--- src/rtl/screen_pkg.sv ---
// ---------------------------------------------------------------------------
// screen_pkg
// Shared types and constants for the screen/game-flow controller.
//   state_t     : screen state encoding. The default build uses 2 bits.
//                 MENU/LOAD/PLAY/OVER occupy the low codes. With
//                 SCREEN_CTRL_PAUSE_EN defined the enum widens to 3 bits
//                 and adds PAUSE, leaving the other codes unchanged.
//   map_t       : map selector as produced by the menu.
//   FRAME_CNT_W : width of the frame-start counter.
//   sat_inc     : saturating increment helper for the frame counter.
// Optional feature macro: SCREEN_CTRL_PAUSE_EN
// ---------------------------------------------------------------------------
package screen_pkg;

    localparam int FRAME_CNT_W = 8;

`ifdef SCREEN_CTRL_PAUSE_EN
    typedef enum logic [2:0] {
        MENU  = 3'd0,
        LOAD  = 3'd1,
        PLAY  = 3'd2,
        OVER  = 3'd3,
        PAUSE = 3'd4
    } state_t;
`else
    typedef enum logic [1:0] {
        MENU = 2'd0,
        LOAD = 2'd1,
        PLAY = 2'd2,
        OVER = 2'd3
    } state_t;
`endif

    typedef logic [1:0] map_t;

    // Counter sticks at all-ones instead of wrapping back to a timeout value.
    function automatic logic [FRAME_CNT_W-1:0] sat_inc(input logic [FRAME_CNT_W-1:0] v);
        return (v == '1) ? v : v + 1'b1;
    endfunction

endpackage

--- src/rtl/pos_edge_detect.sv ---
// ---------------------------------------------------------------------------
// pos_edge_detect
// Turns a level input into a single-cycle pulse on its rising edge.
//   clk_i   : clock
//   reset_i : synchronous active-high reset; clears the history bit
//   sig_i   : level input
//   pulse_o : high for the one cycle where sig_i is 1 and was 0 last cycle
// ---------------------------------------------------------------------------
module pos_edge_detect (
    input  logic clk_i,
    input  logic reset_i,
    input  logic sig_i,
    output logic pulse_o
);

    logic sig_q;

    always_ff @(posedge clk_i) begin
        if (reset_i) begin
            sig_q <= 1'b0;
        end else begin
            sig_q <= sig_i;
        end
    end

    assign pulse_o = sig_i & ~sig_q;

endmodule

--- src/rtl/screen_pix_mux.sv ---
// ---------------------------------------------------------------------------
// screen_pix_mux
// Combinational colour selection for the screen controller. The parent
// registers the result.
//   state_i                         : current screen state
//   display_on_i                    : visible-area flag; low forces black
//   menu_red_i/green_i/blue_i       : menu renderer pixel
//   game_red_i/green_i/blue_i       : game renderer pixel
//   red_o/green_o/blue_o            : selected (possibly dimmed) pixel
// MENU shows the menu pixel. LOAD is black. PLAY shows the game pixel.
// OVER shows the game pixel at half intensity. PAUSE shows it at quarter
// intensity; PAUSE exists only with SCREEN_CTRL_PAUSE_EN.
// ---------------------------------------------------------------------------
module screen_pix_mux
    import screen_pkg::*;
#(
    parameter int CW = 8
) (
    input  state_t        state_i,
    input  logic          display_on_i,
    input  logic [CW-1:0] menu_red_i,
    input  logic [CW-1:0] menu_green_i,
    input  logic [CW-1:0] menu_blue_i,
    input  logic [CW-1:0] game_red_i,
    input  logic [CW-1:0] game_green_i,
    input  logic [CW-1:0] game_blue_i,
    output logic [CW-1:0] red_o,
    output logic [CW-1:0] green_o,
    output logic [CW-1:0] blue_o
);

    always_comb begin
        red_o   = '0;
        green_o = '0;
        blue_o  = '0;
        if (display_on_i) begin
            case (state_i)
                MENU: begin
                    red_o   = menu_red_i;
                    green_o = menu_green_i;
                    blue_o  = menu_blue_i;
                end
                LOAD: begin
                    red_o   = '0;
                    green_o = '0;
                    blue_o  = '0;
                end
                PLAY: begin
                    red_o   = game_red_i;
                    green_o = game_green_i;
                    blue_o  = game_blue_i;
                end
                OVER: begin
                    // Logical shift: half intensity per channel.
                    red_o   = game_red_i   >> 1;
                    green_o = game_green_i >> 1;
                    blue_o  = game_blue_i  >> 1;
                end
`ifdef SCREEN_CTRL_PAUSE_EN
                PAUSE: begin
                    red_o   = game_red_i   >> 2;
                    green_o = game_green_i >> 2;
                    blue_o  = game_blue_i  >> 2;
                end
`endif
                default: begin
                    red_o   = '0;
                    green_o = '0;
                    blue_o  = '0;
                end
            endcase
        end
    end

endmodule

--- src/rtl/screen_ctrl.sv ---
// ---------------------------------------------------------------------------
// screen_ctrl
// Screen/game-flow controller. It sits directly downstream of the menu
// renderer and sequences MENU -> LOAD -> PLAY -> OVER. It drives the
// game-core control strobes and outputs the registered final pixel.
//
// Ports
//   clk_i, reset_i                   : pixel clock, synchronous active-high reset
//   hpos_i, vpos_i                   : current pixel column / row
//   display_on_i                     : visible-area flag
//   start_i, back_i                  : raw button levels (edge-detected here)
//   map_type_i                       : map highlighted by the menu
//   menu_{red,green,blue}_i          : menu pixel
//   game_{red,green,blue}_i          : game pixel
//   game_over_i                      : level from the game core
//   {red,green,blue}_o               : final pixel, one register stage
//   map_sel_o                        : map latched on MENU->LOAD
//   game_reset_o                     : high throughout LOAD
//   game_run_o                       : high only in PLAY
//   menu_active_o                    : high only in MENU
//
// Parameters
//   COLOR_BITS  : total RGB width; each channel gets COLOR_BITS/3 bits
//   LOAD_FRAMES : frame starts spent blanked in LOAD (1..255)
//   OVER_FRAMES : frame starts the game-over screen is held (1..255)
//
// Optional feature macro: SCREEN_CTRL_PAUSE_EN. When defined, start in PLAY
// enters PAUSE with a quarter-intensity game pixel. In PAUSE, start resumes
// PLAY and back goes to MENU.
// ---------------------------------------------------------------------------
module screen_ctrl
    import screen_pkg::*;
#(
    parameter int COLOR_BITS  = 24,
    parameter int LOAD_FRAMES = 30,
    parameter int OVER_FRAMES = 120
) (
    input  logic                    clk_i,
    input  logic                    reset_i,
    input  logic [9:0]              hpos_i,
    input  logic [9:0]              vpos_i,
    input  logic                    display_on_i,
    input  logic                    start_i,
    input  logic                    back_i,
    input  map_t                    map_type_i,
    input  logic [COLOR_BITS/3-1:0] menu_red_i,
    input  logic [COLOR_BITS/3-1:0] menu_green_i,
    input  logic [COLOR_BITS/3-1:0] menu_blue_i,
    input  logic [COLOR_BITS/3-1:0] game_red_i,
    input  logic [COLOR_BITS/3-1:0] game_green_i,
    input  logic [COLOR_BITS/3-1:0] game_blue_i,
    input  logic                    game_over_i,
    output logic [COLOR_BITS/3-1:0] red_o,
    output logic [COLOR_BITS/3-1:0] green_o,
    output logic [COLOR_BITS/3-1:0] blue_o,
    output map_t                    map_sel_o,
    output logic                    game_reset_o,
    output logic                    game_run_o,
    output logic                    menu_active_o
);

    localparam int CW = COLOR_BITS / 3;
    localparam logic [FRAME_CNT_W-1:0] LOAD_LAST = FRAME_CNT_W'(LOAD_FRAMES - 1);
    localparam logic [FRAME_CNT_W-1:0] OVER_LAST = FRAME_CNT_W'(OVER_FRAMES - 1);

    state_t                 state;
    state_t                 state_next;
    logic [FRAME_CNT_W-1:0] frame_cnt;
    logic                   start_p;
    logic                   back_p;
    logic                   at_origin;
    logic                   origin_q;
    logic                   frame_tick;
    logic [CW-1:0]          mux_red;
    logic [CW-1:0]          mux_green;
    logic [CW-1:0]          mux_blue;

    // Button edge pulses: every decision below uses these, never the levels.
    pos_edge_detect u_start_edge (
        .clk_i   (clk_i),
        .reset_i (reset_i),
        .sig_i   (start_i),
        .pulse_o (start_p)
    );

    pos_edge_detect u_back_edge (
        .clk_i   (clk_i),
        .reset_i (reset_i),
        .sig_i   (back_i),
        .pulse_o (back_p)
    );

    // Frame start is the rising edge of the origin compare. A position held
    // at (0,0) for several clocks therefore yields a single tick.
    assign at_origin  = (hpos_i == '0) && (vpos_i == '0);
    assign frame_tick = at_origin & ~origin_q;

    // Next-state decode. The ordering of the if/else chains encodes the
    // event priorities in each state.
    always_comb begin
        state_next = state;
        case (state)
            MENU: begin
                if (start_p) state_next = LOAD;
            end
            LOAD: begin
                if (back_p)                                     state_next = MENU;
                else if (frame_tick && (frame_cnt == LOAD_LAST)) state_next = PLAY;
            end
            PLAY: begin
                if (game_over_i)  state_next = OVER;
                else if (back_p)  state_next = MENU;
`ifdef SCREEN_CTRL_PAUSE_EN
                else if (start_p) state_next = PAUSE;
`endif
            end
            OVER: begin
                if (start_p)                                    state_next = MENU;
                else if (frame_tick && (frame_cnt == OVER_LAST)) state_next = MENU;
            end
`ifdef SCREEN_CTRL_PAUSE_EN
            PAUSE: begin
                if (start_p)     state_next = PLAY;
                else if (back_p) state_next = MENU;
            end
`endif
            default: state_next = MENU;
        endcase
    end

    // State register, frame counter, map latch and control strobes. The
    // strobes decode state_next so they are valid in the first cycle of the
    // new state.
    always_ff @(posedge clk_i) begin
        if (reset_i) begin
            state         <= MENU;
            frame_cnt     <= '0;
            map_sel_o     <= '0;
            game_reset_o  <= 1'b0;
            game_run_o    <= 1'b0;
            menu_active_o <= 1'b1;
            origin_q      <= 1'b0;
        end else begin
            state    <= state_next;
            origin_q <= at_origin;

            // A state change takes precedence over a coincident tick, so
            // every state starts counting from zero.
            if (state_next != state) begin
                frame_cnt <= '0;
            end else if (frame_tick) begin
                frame_cnt <= sat_inc(frame_cnt);
            end

            // The map is latched only on game start. It deliberately
            // survives the return to MENU.
            if ((state == MENU) && (state_next == LOAD)) begin
                map_sel_o <= map_type_i;
            end

            game_reset_o  <= (state_next == LOAD);
            game_run_o    <= (state_next == PLAY);
            menu_active_o <= (state_next == MENU);
        end
    end

    // The colour mux looks at the current state. On a transition cycle that
    // cycle's pixel still follows the old state.
    screen_pix_mux #(
        .CW (CW)
    ) u_pix_mux (
        .state_i      (state),
        .display_on_i (display_on_i),
        .menu_red_i   (menu_red_i),
        .menu_green_i (menu_green_i),
        .menu_blue_i  (menu_blue_i),
        .game_red_i   (game_red_i),
        .game_green_i (game_green_i),
        .game_blue_i  (game_blue_i),
        .red_o        (mux_red),
        .green_o      (mux_green),
        .blue_o       (mux_blue)
    );

    always_ff @(posedge clk_i) begin
        if (reset_i) begin
            red_o   <= '0;
            green_o <= '0;
            blue_o  <= '0;
        end else begin
            red_o   <= mux_red;
            green_o <= mux_green;
            blue_o  <= mux_blue;
        end
    end

endmodule

--- config.mk ---
export PLATFORM = sky130hd
export DESIGN_NAME = screen_ctrl
export DESIGN_NICKNAME = d
export VERILOG_FILES = /design/src/rtl/screen_pkg.sv /design/src/rtl/pos_edge_detect.sv /design/src/rtl/screen_pix_mux.sv /design/src/rtl/screen_ctrl.sv
export SDC_FILE = /design/constraint.sdc
export NUM_CORES = 1
export LEC_CHECK = 0
export CAP_MARGIN = 20
export CORE_ASPECT_RATIO = 1.4
export CORE_MARGIN = 2
export CORE_UTILIZATION = 37
export CTS_BUF_LIST = sky130_fd_sc_hd__clkbuf_4
export DETAILED_ROUTE_END_ITERATION = 10
export PLACE_DENSITY = 0.77
export SYNTH_ARGS = -nofsm -noshare
export SYNTH_HDL_FRONTEND = slang
export SYNTH_SLANG_ARGS = --single-unit
--- constraint.sdc ---
create_clock -name clk_i -period 2 [get_ports clk_i]
set_input_delay 0.2 -clock clk_i [delete_from_list [all_inputs] [get_ports clk_i]]
set_output_delay 0.2 -clock clk_i [all_outputs]
set_load 0.05 [all_outputs]
==> flow_summary.yaml, run 1 <==
outcome:
  status: "finished, final reports clean"
route:
  num_vias: 2118
  drt_iter0_drc: 139
  wl_met3_um: 623
  wire_per_inst_um: 13.92
  drtAntennaViolNets: 0
  wl_met2_um: 2872
  drc: 0
  viasPerCell: 5.116
  drt_wl_total_um: 5763
  firstDrtPassIters: 4
  wl_met1_um: 2162
  routed.top_layer: "met4"
critical_path:
  cp_max_fo: 8
  reg2reg_from: "frame_cnt[1]$_SDFFE_PP0P_"
  reg2regPathDepth: 7
  worst_setup_path_end_kind: "flip-flop"
  startpoint_type: "primary input"
  ff2ff_setup_slack_ns: 0.16
  worstPathCellList: "clkdlybuf4s50_1 -> or4_4 -> nor4b_4 -> nand3_2 -> a211oi_4 -> buf_12 -> nor3_2"
  required_ns: 2.22
  worstSetupPathType: "in -> reg"
  cp_slowest_cell: "or4_4"
  cp_top_family: "simple AND/OR/NAND/NOR gates"
  worstPathArrival_ns: 2.11
  critPathMaxStageDelay_ns: 0.56
  crit_buf_inv: 2
  r2r_end: "frame_cnt[0]$_SDFFE_PP0P_"
sta:
  period_needed_ns: 1.891
  clock_skew_ns: 0.01270
  timing.final.max_slew_violations: 0
  rsz0062_at_grt: "false"
  finalHoldViolations: 0
  max_freq_mhz: 528.8
  fin_crit_sh: 0.9455
  tightest_slew_ns: 0.5156
  setup-violations-final: 0
  layout_setup_ws_ns: 0.1089
  max-slew-margin-rel: 0.6552
yosys:
  muxShareOfSynthArea: 0.1139
  postSynthCellCount: 234
  seq_area_frac_synth: 0.3988
  synth_most_common_cell: "nor2_1"
  ys_types: 45
  synthAdderAreaFrac: 0.01187
  synth-seq-cells: 42
  yosys.area.top_type_share: 0.3988
  ys_warn_count: 0
  synth_area_per_cell_sq_um: 9.010
  synth_commonest_cells: "45 x nor2_1, 42 x dfxtp_1, 24 x mux2i_1"
  synth-simple-area-share: 0.2926
  synthesis.nets: 312
  synth_top_family_by_area: "simple AND/OR/NAND/NOR gates"
  synth_area_sq_mm: 0.002108
  yosys.area.top_type: "dfxtp_1"
  synth_xor_area_frac: 0.02908
  ys_async_sr_fraction: 0
  synth_edf_count: 0
  synth_area_leaders: "dfxtp_1 40%, mux2i_1 11%, nor2_1 8.0%, a21oi_1 4.3%, nor3_2 3.3%"
  synth_compound_area_frac: 0.1145
  ys.flop_type: "dfxtp_1"
clocking:
  cts.sinks: 42
  numCtsBuffers: 5
  cts_buffer_depth: 2
  clkSlewWorstSetupHoldPaths_ns: 0.10
  cts_tree: "built"
  root_buffer: "clkbuf_4"
  clock_latency_ns: 0.34
  postCtsHoldBufs: 0
  htreeDepth: 2
grt:
  antenna_found_initial: 0
  grt_max_degree: 33
  first_global_vias: 1994
  grt_overflow_total: 0
  grt_usage: 0.1811
  grt_first_pass_wirelength_um: 8873
die:
  dieArea_sq_mm: 0.006326
  dieHeight_um: 93.32
  fp-row-count: 32
  pin_count: 105
  initial_core_util: 0.3816
  core-area_sq_mm: 0.005525
  die_x_um: 67.80
place:
  globalplace.congestion: 0.8433
  dpl.cell_count: 406
  pre_cts_ws_ns: -0.2808
  io_buffers: 104
  dpl_cell_area_sq_mm: 0.003301
  dp_hpwl_um: 4539
power:
  netSwitchingFraction: 0.2583
  ir_drop_mv: 0.3356
  p_switching_mw: 0.4850
  power_density_mw_per_mm2: 554.5
  power.total_mw: 1.878
  p_clk_frac: 0.293
  p_leak_nw: 1.195
  p_int_mw: 1.392
  sequentialPowerShare: 0.466
  combPwrFrac: 0.241
layout:
  synthToLayoutAreaGrowth_pct: 60.59
  fin_cells: 414
  fin_nets: 423
  nFillCells: 502
  final_util: 0.6128
  diodes: 0
  fin_area_sq_mm: 0.003386
  drive_above_1_share: 0.1358
min_path:
  hold_class: "in -> reg"
  hp-start: "back_i"
  worstHoldPathCells: 2
  min_to: "u_back_edge.sig_q$_SDFF_PP0_"
flow_run:
  maxCapViolCount: 0
-- per-layer routing --
metal | GRT usage | vias to the layer above
met2 | 0.3268 | 93
met1 | 0.1906 | 970
met4 | 0.06000 | 0
met5 | 0 | -
met3 | 0.06137 | 10
li1 | - | 1045
-- power groups by stage --
| stage | clock, mW | sequential, mW | combinational (mW) |
|---|---|---|---|
| floorplan | 0 | 0.985 | 0.121 |
| global placement | 0 | 0.893 | 0.451 |
| detailed placement | 0 | 0.894 | 0.455 |
| CTS | 0.567 | 0.875 | 0.458 |
| global route | 0.603 | 0.879 | 0.485 |
| finish | 0.549 | 0.875 | 0.453 |
-- worst max path at each step --
stage | slack, ns | cells after the start | from | end
2_1_floorplan | 0.16 | 5 | vpos_i[4] | frame_cnt[0]$_SDFFE_PP0P_
3_3_place_gp | -0.24 | 6 | vpos_i[4] | frame_cnt[1]$_SDFFE_PP0P_
3_5_place_dp | -0.28 | 6 | vpos_i[4] | frame_cnt[1]$_SDFFE_PP0P_
4_1_cts | 0.07 | 6 | vpos_i[4] | frame_cnt[1]$_SDFFE_PP0P_
5_1_grt | 0.002 | 7 | frame_cnt[0]$_SDFFE_PP0P_ | frame_cnt[1]$_SDFFE_PP0P_
6_report | 0.11 | 7 | vpos_i[4] | frame_cnt[0]$_SDFFE_PP0P_
-- logic make-up (layout without fill, tap and decap cells) --
family,count (synthesis),count (layout)
flops,42,42
mux,24,24
buf+inv,20,132
xor+xnor,7,7
fa+ha+maj,2,2
compound gates,35,35
simple gates,104,104
-- sequential cells by signal, indices dropped and copies added, names as in the netlist --
name,cells
red_o,8
green_o,8
map_sel_o,2
game_reset_o,1
blue_o,8
u_back_edge.sig_q,1
frame_cnt,8
state,2
game_run_o,1
origin_q,1
menu_active_o,1
u_start_edge.sig_q,1
-- cell usage in the layout (no fill, tap or decap), types with 2 or more instances in the layout --
cell type / Yosys / routed
ha_1: 2 / 2
nor2b_1: 4 / 4
nand3b_1: 2 / 2
a21oi_1: 18 / 18
a211oi_1: 2 / 2
clkdlybuf4s50_1: 0 / 104
dfxtp_1: 42 / 41
nor4_1: 4 / 4
a31oi_1: 5 / 5
clkbuf_4: 0 / 7
inv_1: 4 / 4
and2_1: 2 / 2
nor2_1: 45 / 45
nor4_2: 3 / 3
mux2i_1: 24 / 24
nor3_1: 8 / 8
nor3_2: 7 / 7
nand2b_1: 5 / 5
xnor2_1: 7 / 7
nand4_1: 4 / 4
buf_4: 0 / 15
nand3_1: 3 / 3
nand2_1: 5 / 5
-- cell type report --
type | instances | area [sq um] | share of cell area
repair buffers | 120 | 1174 | 0.3466
multi-input cells | 172 | 1187 | 0.3507
clock buffers | 7 | 52.55 | 0.01552
flip-flops and latches | 42 | 842.1 | 0.2487
clock inverters | 1 | 30.03 | 0.008869
inverters | 4 | 15.01 | 0.004435
well taps | 68 | 85.08 | 0.02513
-- through the flow --
stage	hold slack [ns]	setup TNS [ns]
detailed placement	0.4918	-2.964
finish	0.4498	0
global route	0.4279	0
CTS	0.4388	0
floorplan	0.3282	0
global placement	0.4812	-2.482
-- what timing repair did --
action	4_1_cts	5_1_grt
resized for setup	0	1
setup buffers	0	0
endpoints found under the setup margin	0	1
(Power assumes the default switching activity.)
==> inputs of run 2 (changes only) <==
--- a/config.mk
+++ b/config.mk
@@ -10,6 +10,7 @@
 export CORE_MARGIN = 2
 export CORE_UTILIZATION = 37
 export CTS_BUF_LIST = sky130_fd_sc_hd__clkbuf_4
+export CTS_CLUSTER_DIAMETER = 60
 export DETAILED_ROUTE_END_ITERATION = 10
 export PLACE_DENSITY = 0.77
 export SYNTH_ARGS = -nofsm -noshare
==> results of run 2 <==
The final DEF is identical to that of run 1; final timing and power are the same.
